**config.mk**
```make
export PLATFORM = sky130hd
export DESIGN_NAME = pc_unit
export DESIGN_NICKNAME = d
export VERILOG_FILES = /design/src/rtl/core_pkg.sv /design/src/rtl/pc_target_gen.sv /design/src/rtl/pc_unit.sv
export SDC_FILE = /design/constraint.sdc
export NUM_CORES = 1
export LEC_CHECK = 0
export CAP_MARGIN = 5
export CELL_PAD_IN_SITES_DETAIL_PLACEMENT = 1
export CELL_PAD_IN_SITES_GLOBAL_PLACEMENT = 1
export CORE_MARGIN = 10
export CORE_UTILIZATION = 38
export CTS_CLUSTER_SIZE = 12
export DETAILED_ROUTE_END_ITERATION = 12
export PLACE_DENSITY_LB_ADDON = 0.3
export SLEW_MARGIN = 25
export SYNTH_ARGS = -nofsm -noshare
export SYNTH_HDL_FRONTEND = slang
export SYNTH_SLANG_ARGS = --single-unit
```
**constraint.sdc**
```tcl
create_clock -name clk -period 14.03 [get_ports clk]
set_clock_uncertainty 0.2 [all_clocks]
set_input_delay 4.209 -clock clk [delete_from_list [all_inputs] [get_ports clk]]
set_output_delay 4.209 -clock clk [all_outputs]
set_load 0.02 [all_outputs]
```
**src/rtl/core_pkg.sv**
```systemverilog
// Shared types and constants for the RV32I program-counter datapath.
// Latency: n/a (types and constants only).
// Backpressure: n/a.
package core_pkg;

  // Target select encoding driven by the control unit.
  typedef enum logic [1:0] {
    PC_PLUS4  = 2'b00,
    PC_BRANCH = 2'b01,
    PC_JALR   = 2'b10,
    PC_RSVD   = 2'b11
  } pc_src_t;

  // Reason recorded when the PC unit enters its fault state.
  typedef enum logic [1:0] {
    FC_NONE     = 2'b00,
    FC_MISALIGN = 2'b01,
    FC_ILLEGAL  = 2'b10
  } fault_cause_t;

  // Control state of the PC unit.
  typedef enum logic {
    PC_RUN   = 1'b0,
    PC_FAULT = 1'b1
  } pc_state_t;

  // Every RV32I instruction occupies one 32-bit word.
  localparam int unsigned INSTR_BYTES = 4;

endpackage

```
**src/rtl/pc_target_gen.sv**
```systemverilog
// Next-PC target selection with misalignment and illegal-select detection.
// Latency: purely combinational, zero cycles.
// Backpressure: none; the caller decides whether the target is taken.
module pc_target_gen
  import core_pkg::*;
#(
  parameter int unsigned WIDTH = 32
) (
  input  logic [WIDTH-1:0] i_pc,
  input  logic [1:0]       i_pc_src,
  input  logic [WIDTH-1:0] i_imm_op,
  input  logic [WIDTH-1:0] i_rs1_val,
  output logic [WIDTH-1:0] o_pc_plus4,
  output logic [WIDTH-1:0] o_next_pc,
  output logic             o_misalign,
  output logic             o_illegal
);

  logic [WIDTH-1:0] w_jalr_sum;

  assign o_pc_plus4 = i_pc + WIDTH'(INSTR_BYTES);
  assign w_jalr_sum = i_rs1_val + i_imm_op;

  // Select the candidate target; all sums wrap modulo 2^WIDTH.
  always_comb begin
    o_next_pc = i_pc;
    o_illegal = 1'b0;
    case (i_pc_src)
      PC_PLUS4:  o_next_pc = o_pc_plus4;
      PC_BRANCH: o_next_pc = i_pc + i_imm_op;
      PC_JALR:   o_next_pc = {w_jalr_sum[WIDTH-1:1], 1'b0};
      default: begin
        // Reserved select: hold the current PC and flag it.
        o_next_pc = i_pc;
        o_illegal = 1'b1;
      end
    endcase
  end

  // A word-misaligned target cannot be fetched.
  assign o_misalign = (o_next_pc[1:0] != 2'b00);

endmodule

```
**src/rtl/pc_unit.sv**
```systemverilog
// Registered program counter with stall, fault capture and retired-instruction counter.
// Latency: one edge from target select to pc; pc_plus4/next_pc are combinational.
// Backpressure: en=0 stalls and holds all state; FAULT holds until fault_clr.
module pc_unit
  import core_pkg::*;
#(
  parameter int unsigned WIDTH        = 32,
  parameter logic [WIDTH-1:0] RESET_VECTOR = '0,
  parameter int unsigned CNT_W        = 32
) (
  input  logic             clk,
  input  logic             rst,
  input  logic             en,
  input  logic [1:0]       pc_src,
  input  logic [WIDTH-1:0] imm_op,
  input  logic [WIDTH-1:0] rs1_val,
  input  logic             fault_clr,
  output logic [WIDTH-1:0] pc,
  output logic [WIDTH-1:0] pc_plus4,
  output logic [WIDTH-1:0] next_pc,
  output logic             fault,
  output logic [1:0]       fault_cause,
  output logic [WIDTH-1:0] fault_pc,
  output logic [CNT_W-1:0] retired_cnt
);

  pc_state_t        r_state;
  logic [WIDTH-1:0] r_pc;
  logic             r_fault;
  fault_cause_t     r_cause;
  logic [WIDTH-1:0] r_fault_pc;
  logic [CNT_W-1:0] r_cnt;

  logic [WIDTH-1:0] w_next_pc;
  logic [WIDTH-1:0] w_pc_plus4;
  logic             w_misalign;
  logic             w_illegal;

  pc_target_gen #(
    .WIDTH (WIDTH)
  ) u_target_gen (
    .i_pc       (r_pc),
    .i_pc_src   (pc_src),
    .i_imm_op   (imm_op),
    .i_rs1_val  (rs1_val),
    .o_pc_plus4 (w_pc_plus4),
    .o_next_pc  (w_next_pc),
    .o_misalign (w_misalign),
    .o_illegal  (w_illegal)
  );

  // RUN/FAULT control: advance, capture a fault, or wait for fault_clr.
  always_ff @(posedge clk) begin
    if (rst) begin
      r_state    <= PC_RUN;
      r_pc       <= RESET_VECTOR;
      r_fault    <= 1'b0;
      r_cause    <= FC_NONE;
      r_fault_pc <= '0;
      r_cnt      <= '0;
    end else begin
      case (r_state)
        PC_RUN: begin
          if (en) begin
            if (w_illegal || w_misalign) begin
              // The faulting instruction's PC is kept; no advance is counted.
              r_state    <= PC_FAULT;
              r_fault    <= 1'b1;
              r_cause    <= w_illegal ? FC_ILLEGAL : FC_MISALIGN;
              r_fault_pc <= r_pc;
            end else begin
              r_pc  <= w_next_pc;
              r_cnt <= r_cnt + CNT_W'(1);
            end
          end
        end
        PC_FAULT: begin
          // fault_pc and the counter survive a clear for post-mortem reads.
          if (fault_clr) begin
            r_state <= PC_RUN;
            r_pc    <= RESET_VECTOR;
            r_fault <= 1'b0;
            r_cause <= FC_NONE;
          end
        end
        default: r_state <= PC_RUN;
      endcase
    end
  end

  assign pc          = r_pc;
  assign pc_plus4    = w_pc_plus4;
  assign next_pc     = w_next_pc;
  assign fault       = r_fault;
  assign fault_cause = r_cause;
  assign fault_pc    = r_fault_pc;
  assign retired_cnt = r_cnt;

endmodule

```
==> key figures, run 1 <==
Run status
  • Outcome: completed

Timing
  • Setup tns final: 0 ns
  • Rel. slew slack: 0.3495
  • Final worst path period need: 12.56 ns
  • Final setup violation count: 0
  • RSZ-0062 raised after global routing: false
  • Period utilization: 0.8955
  • Worst-margin pin slew: 0.9722 ns
  • Maximum clock rate: 0.07960 GHz
  • Max-slew violations: 0
  • Final Hold Fails: 0

Setup path
  • CP cell instances: clkdlybuf4s50_1, ha_1, inv_1, fa_1, nand2b_1, a21oi_1, o41a_1, nand3_1, nand3_1, a21oi_1, o2111a_1, nor4_1, clkdlybuf4s50_1
  • CP required: 9.62 ns
  • CP Max Fanout: 5
  • Cell depth of the worst flop-to-flop path: 9
  • R2r startpoint: pc[2]
  • Worst R2R End: pc[29]
  • Crit path largest cell delay: 0.71 ns
  • CP Capture Point: next_pc[28]
  • Critical path depth: 13
  • Worst path slowest cell: clkdlybuf4s50_1
  • R2R Setup Slk: 9.96 ns
  • CP Launch Type: primary input
  • Worst Setup End Kind: output pin
  • Worst EP arrival: 8.15 ns
  • CP bufs+invs: 3
  • Crit path kind: primary input to output pin
  • Critical path's top delay family: buffers and inverters
  • Critical Path Start: imm_op[0]

Logic synthesis
  • Async SR Flop Fraction: 0
  • EDFF count, synth: 0
  • Synthesized Nets: 1,272
  • Synthesis Warnings: 0
  • Syn Inst Count: 1,137
  • Library cells used by synthesis: 75
  • Seq/Total Area, Yosys: 0.2344
  • Synth Register Bits: 100
  • Mean post-synth cell area: 7.512 um2
  • Primary FF master, synth: dfxtp_1
  • Cell Area, Synth: 8541 um2

Die
  • I/O Pins: 233
  • Starting Density: 0.3889
  • Chip Height: 169.9 um
  • Die Wd: 169.9 um
  • Full die area: 28,870 um2
  • Core Footprint: 21,960 um2
  • Cell row count: 54

Layout
  • Reg area: 2002 um2
  • Inserted Diodes: 0
  • Area growth from synthesis to layout: 33.40%
  • Nets: 1,471
  • Non-filler instance count after layout: 1,621
  • Area of the multi-input gates: 6250 um2
  • Final core utilization: 0.5189
  • Layout cells sized above 1: 0.03803
  • Fillcell total: 2,667
  • Post-route cell area: 11,390 um2

CTS
  • Clock Path Buffers: 2
  • Clk root buf: clkbuf_16
  • Num CTS Buffers: 9
  • Worst-Skew Late Latency: 0.36 ns
  • Post-CTS setup buffer count: 0
  • CTS H-tree depth: 3
  • Number of hold-repair buffers added at the cts stage: 0
  • CTS tree: yes
  • Sink Count: 100
  • CTS resizes: 0
  • Clk slew on worst S/H paths: 0.07 ns

Placed design
  • DP Area: 11,090 um2
  • Routability Congestion: 0.9431
  • Placed Cells: 1,605
  • I/O Buffers: 232
  • Post-DP HPWL: 29.72 mm

Routing
  • DR iter-0 viols: 632
  • DRC Markers: 0
  • Routed len/inst: 23.42 um
  • Antenna viol nets, final: 0
  • WL final: 37.96 mm
  • Vias/cell: 5.987
  • DR vias: 9,705
  • Initial DRT Pass Iterations: 5

Flow run
  • Max Cap Violations: 0

GRT
  • Antenna violations before repair: 0
  • Global-route wire length before repair: 57.90 mm
  • Vias in the first global route: 10,090
  • Largest net degree at the start of global routing: 79
  • GRT Total Usage: 0.2526
  • Gr ovfl total: 0

Pwr
  • Worst VDD drop: 0.00005127 V
  • LEAKAGE: 4.438 nW
  • Pwr per Cell Area: 79.17 nW/um2

Hold path
  • Hold path startpoint: fault_pc[17]
  • Hold crit path type: flip-flop to flip-flop
[routing by layer]
layer | track usage | part of all wire | up-vias
met2 | 0.4269 | 0.47 | 353
li1 | - | - | 4558
met5 | 0 | 0 | -
met4 | 0.06979 | 0.020 | 0
met3 | 0.06201 | 0.083 | 50
met1 | 0.3123 | 0.43 | 4744
[layout by cell type, fill, tap and decap left out, types with 8 or more instances in the layout]
| cell type | n |
|---|---|
| nand3_1 | 44 |
| o21bai_1 | 9 |
| inv_1 | 25 |
| a21o_1 | 38 |
| and3_1 | 15 |
| o21ai_1 | 23 |
| nor2_1 | 100 |
| o22ai_1 | 8 |
| clkdlybuf4s50_1 | 231 |
| a21oi_1 | 115 |
| a31oi_1 | 10 |
| o21a_1 | 11 |
| xor2_1 | 48 |
| dfxtp_1 | 100 |
| a22o_1 | 21 |
| nor2b_1 | 9 |
| ha_1 | 63 |
| nand2b_1 | 11 |
| mux2i_1 | 10 |
| xnor2_1 | 50 |
| clkbuf_16 | 9 |
| a211oi_1 | 14 |
| or3_1 | 11 |
| o31ai_1 | 8 |
| nand4_1 | 23 |
| buf_4 | 10 |
| nor3_1 | 18 |
| nand2_1 | 162 |
| o21ai_0 | 26 |
[how the worst min path moves through the flow]
stage | end | slack (ns) | cells after the start
6_report | fault_pc[17] | 0.26 | 2
5_1_grt | fault_pc[5] | 0.28 | 2
4_1_cts | fault_pc[17] | 0.26 | 2
3_5_place_dp | fault_pc[17] | 0.25 | 2
3_3_place_gp | fault_pc[18] | 0.24 | 2
2_1_floorplan | r_state | 0.27 | 2
[registers in the layout (all words and copies together), names as in the netlist]
signal       cells
fault_pc        32
pc              32
retired_cnt     32
fault_cause      2
fault            1
r_state          1
[report_power, final]
group | switching [mW] | internal, mW | total (mW) | leakage [nW]
Combinational | 0.197 | 0.140 | 0.337 | 3.49
Clock | 0.134 | 0.126 | 0.259 | 0.143
Sequential | 0.0151 | 0.290 | 0.306 | 0.808
Total | 0.346 | 0.556 | 0.902 | 4.44
[area by class of cell]
type / instances / share of cell area
clock buffers: 9 / 0.01977
clock inverters: 7 / 0.006040
inverters: 28 / 0.009225
multi-input cells: 955 / 0.5485
flip-flops and latches: 100 / 0.1757
well taps: 280 / 0.03075
repair buffers: 242 / 0.2100
[per-stage QoR]
step	hold slack [ns]	setup slack, ns	power (mW)
2_1_floorplan	0.2709	2.803	0.5044
3_3_place_gp	0.2411	1.482	0.6376
3_5_place_dp	0.2473	1.456	0.6430
4_1_cts	0.2573	1.456	0.9030
5_1_grt	0.2797	1.115	0.9416
6_report	0.2592	1.467	0.9020
[tightest hold or removal path, cell delays in order, from the launching register on]
cell	delay [ns]
dfxtp_1	0.31
nand2_1	0.05
a21oi_1	0.05
[Yosys cell counts (25+ instances only)]
cell,n,area share
a21o_1,38,0.033
a21oi_1,116,0.068
clkbuf_1,43,0.019
dfxtp_1,100,0.23
ha_1,63,0.092
inv_1,25,0.011
nand2_1,162,0.071
nand3_1,44,0.026
nor2_1,102,0.045
o21ai_0,26,0.015
xnor2_1,50,0.051
xor2_1,48,0.049
[cell families (layout without fill, tap and decap cells)]
family / after synthesis / in the layout / share of synthesized area
DFF: 100 / 100 / 0.2344
muxes: 17 / 17 / 0.03018
xor gates and xnor gates: 98 / 98 / 0.1005
adders and majority gates: 65 / 65 / 0.09698
buffers and inverters: 82 / 286 / 0.03706
and+or+nand+nor: 431 / 431 / 0.2340
AOI/OAI and AO/OA: 344 / 344 / 0.2669
(Power assumes the default switching activity.)
==> run 2, diff against run 1 <==
--- a/config.mk
+++ b/config.mk
@@ -6,10 +6,8 @@
 export NUM_CORES = 1
 export LEC_CHECK = 0
 export CAP_MARGIN = 5
-export CELL_PAD_IN_SITES_DETAIL_PLACEMENT = 1
-export CELL_PAD_IN_SITES_GLOBAL_PLACEMENT = 1
 export CORE_MARGIN = 10
-export CORE_UTILIZATION = 38
+export CORE_UTILIZATION = 54
 export CTS_CLUSTER_SIZE = 12
 export DETAILED_ROUTE_END_ITERATION = 12
 export PLACE_DENSITY_LB_ADDON = 0.3
==> key figures, run 2 (synthesis results as in run 1) <==
Routing
  • Initial DRT Pass Iterations: 5
  • DR iter-0 viols: 1,195
  • Vias/cell: 6.304
  • DR vias: 9,790
  • Antenna viol nets, final: 0
  • WL final: 33.93 mm
  • DRC Markers: 0
  • Routed len/inst: 21.85 um

CTS
  • CTS tree: yes
  • Clk root buf: clkbuf_16
  • Clk slew on worst S/H paths: 0.08 ns
  • Worst-Skew Late Latency: 0.38 ns
  • Clock Path Buffers: 2
  • Number of hold-repair buffers added at the cts stage: 0
  • Sink Count: 100
  • CTS H-tree depth: 3
  • Post-CTS setup buffer count: 0
  • CTS resizes: 0
  • Num CTS Buffers: 9

Die
  • Chip Height: 145.8 um
  • Cell row count: 45
  • Core Footprint: 15,370 um2
  • Die Wd: 145.8 um
  • I/O Pins: 233
  • Starting Density: 0.5556
  • Full die area: 21,250 um2

GRT
  • Gr ovfl total: 0
  • Vias in the first global route: 9,344
  • Antenna violations before repair: 0
  • Largest net degree at the start of global routing: 79
  • Global-route wire length before repair: 52.76 mm
  • GRT Total Usage: 0.3045

Layout
  • Commonest cells after routing, fill and taps aside: clkdlybuf4s50_1 (231), nand2_1 (162), a21oi_1 (115), nor2_1 (101), dfxtp_1 (100)
  • Inserted Diodes: 0
  • Area growth from synthesis to layout: 32.87%
  • Non-filler instance count after layout: 1,553
  • Nets: 1,472
  • Commonest non-fill, non-tap cell in the layout: clkdlybuf4s50_1
  • Layout cells sized above 1: 0.03800

Timing
  • Maximum clock rate: 0.07872 GHz
  • Final Hold Fails: 0
  • RSZ-0062 raised after global routing: false
  • Final setup violation count: 0
  • Period utilization: 0.9054
  • Max-slew violations: 0
  • Setup tns final: 0 ns
  • Worst-margin pin slew: 1.139 ns
  • Final worst path period need: 12.70 ns
  • Rel. slew slack: 0.2379

Run status
  • Outcome: completed

Pwr
  • Pwr per Cell Area: 80.06 nW/um2
  • Worst VDD drop: 0.00006399 V
  • LEAKAGE: 4.457 nW

Setup path
  • Worst Setup End Kind: output pin
  • CP Launch Type: primary input
  • CP Max Fanout: 5
  • CP required: 9.62 ns
  • Crit path kind: primary input to output pin
  • Worst EP arrival: 8.29 ns

Flow run
  • Max Cap Violations: 0

Placed design
  • Post-DP HPWL: 26.05 mm
  • Placed Cells: 1,536
  • Routability Congestion: 0.9970
  • I/O Buffers: 232

Hold path
  • Hold crit path type: flip-flop to flip-flop
==> run 2: changes by cell type in the layout (fill, tap and decap cells not counted), sizes merged <==
cell / before / now
clkinv: 4 / 5
buf: 11 / 12
clkinvlp: 1 / 0
==> run 2: cell type report <==
class / count / area [um2]
multi-input combinational: 955 / 6241
fill: 1249 / 4023
timing repair buffer: 243 / 2420
sequential: 100 / 2002
tap: 211 / 264.0
clock buffer: 9 / 225.2
inverter: 28 / 105.1
clock inverter: 7 / 91.34
==> run 2: critical path, cell delays in order <==
cell	delay (ns)
clkdlybuf4s50_1	0.52
ha_1	0.23
inv_1	0.07
fa_1	0.39
nand2b_1	0.18
a21oi_1	0.27
o41a_1	0.32
nand3_1	0.16
nand3_1	0.21
a21oi_1	0.15
o2111a_1	0.26
nor4_1	0.57
clkdlybuf4s50_1	0.74
==> run 2: routing by layer <==
layer  GRT usage  vias to the layer above  wire (um)
met5           0                        -          0
met4      0.1011                        0        962
met3     0.08941                       89       4003
met2      0.4882                      564      15440
met1      0.3813                     4576      13520
li1            -                     4561          -
==> run 2: final timing paths <==
check	start	to	slack, ns	cells past startpoint
max	imm_op[0]	next_pc[28]	1.33	13
min	fault_pc[13]	fault_pc[13]	0.25	2
max reg2reg	pc[0]	pc[16]	9.81	10
min reg2reg	fault_pc[13]	fault_pc[13]	0.25	2
==> run 2: power breakdown <==
group	switching, mW	total (mW)	internal (mW)
Sequential	0.0144	0.305	0.290
Clock	0.143	0.272	0.129
Combinational	0.191	0.332	0.141
==> run 2: metrics by stage <==
stage | total power, mW | worst slack, ns | instance area (um2) | hold WS, ns | utilization
final | 0.9086 | 1.327 | 11350 | 0.2542 | 0.7383
after detailed placement | 0.6328 | 1.423 | 11000 | 0.2456 | 0.7158
after global routing | 0.9425 | 1.132 | 11350 | 0.2724 | 0.7383
after global placement | 0.6304 | 1.494 | 11000 | 0.2421 | 0.7158
after CTS | 0.8988 | 1.396 | 11320 | 0.2563 | 0.7363
after floorplan | 0.5044 | 2.803 | 8541 | 0.2709 | -
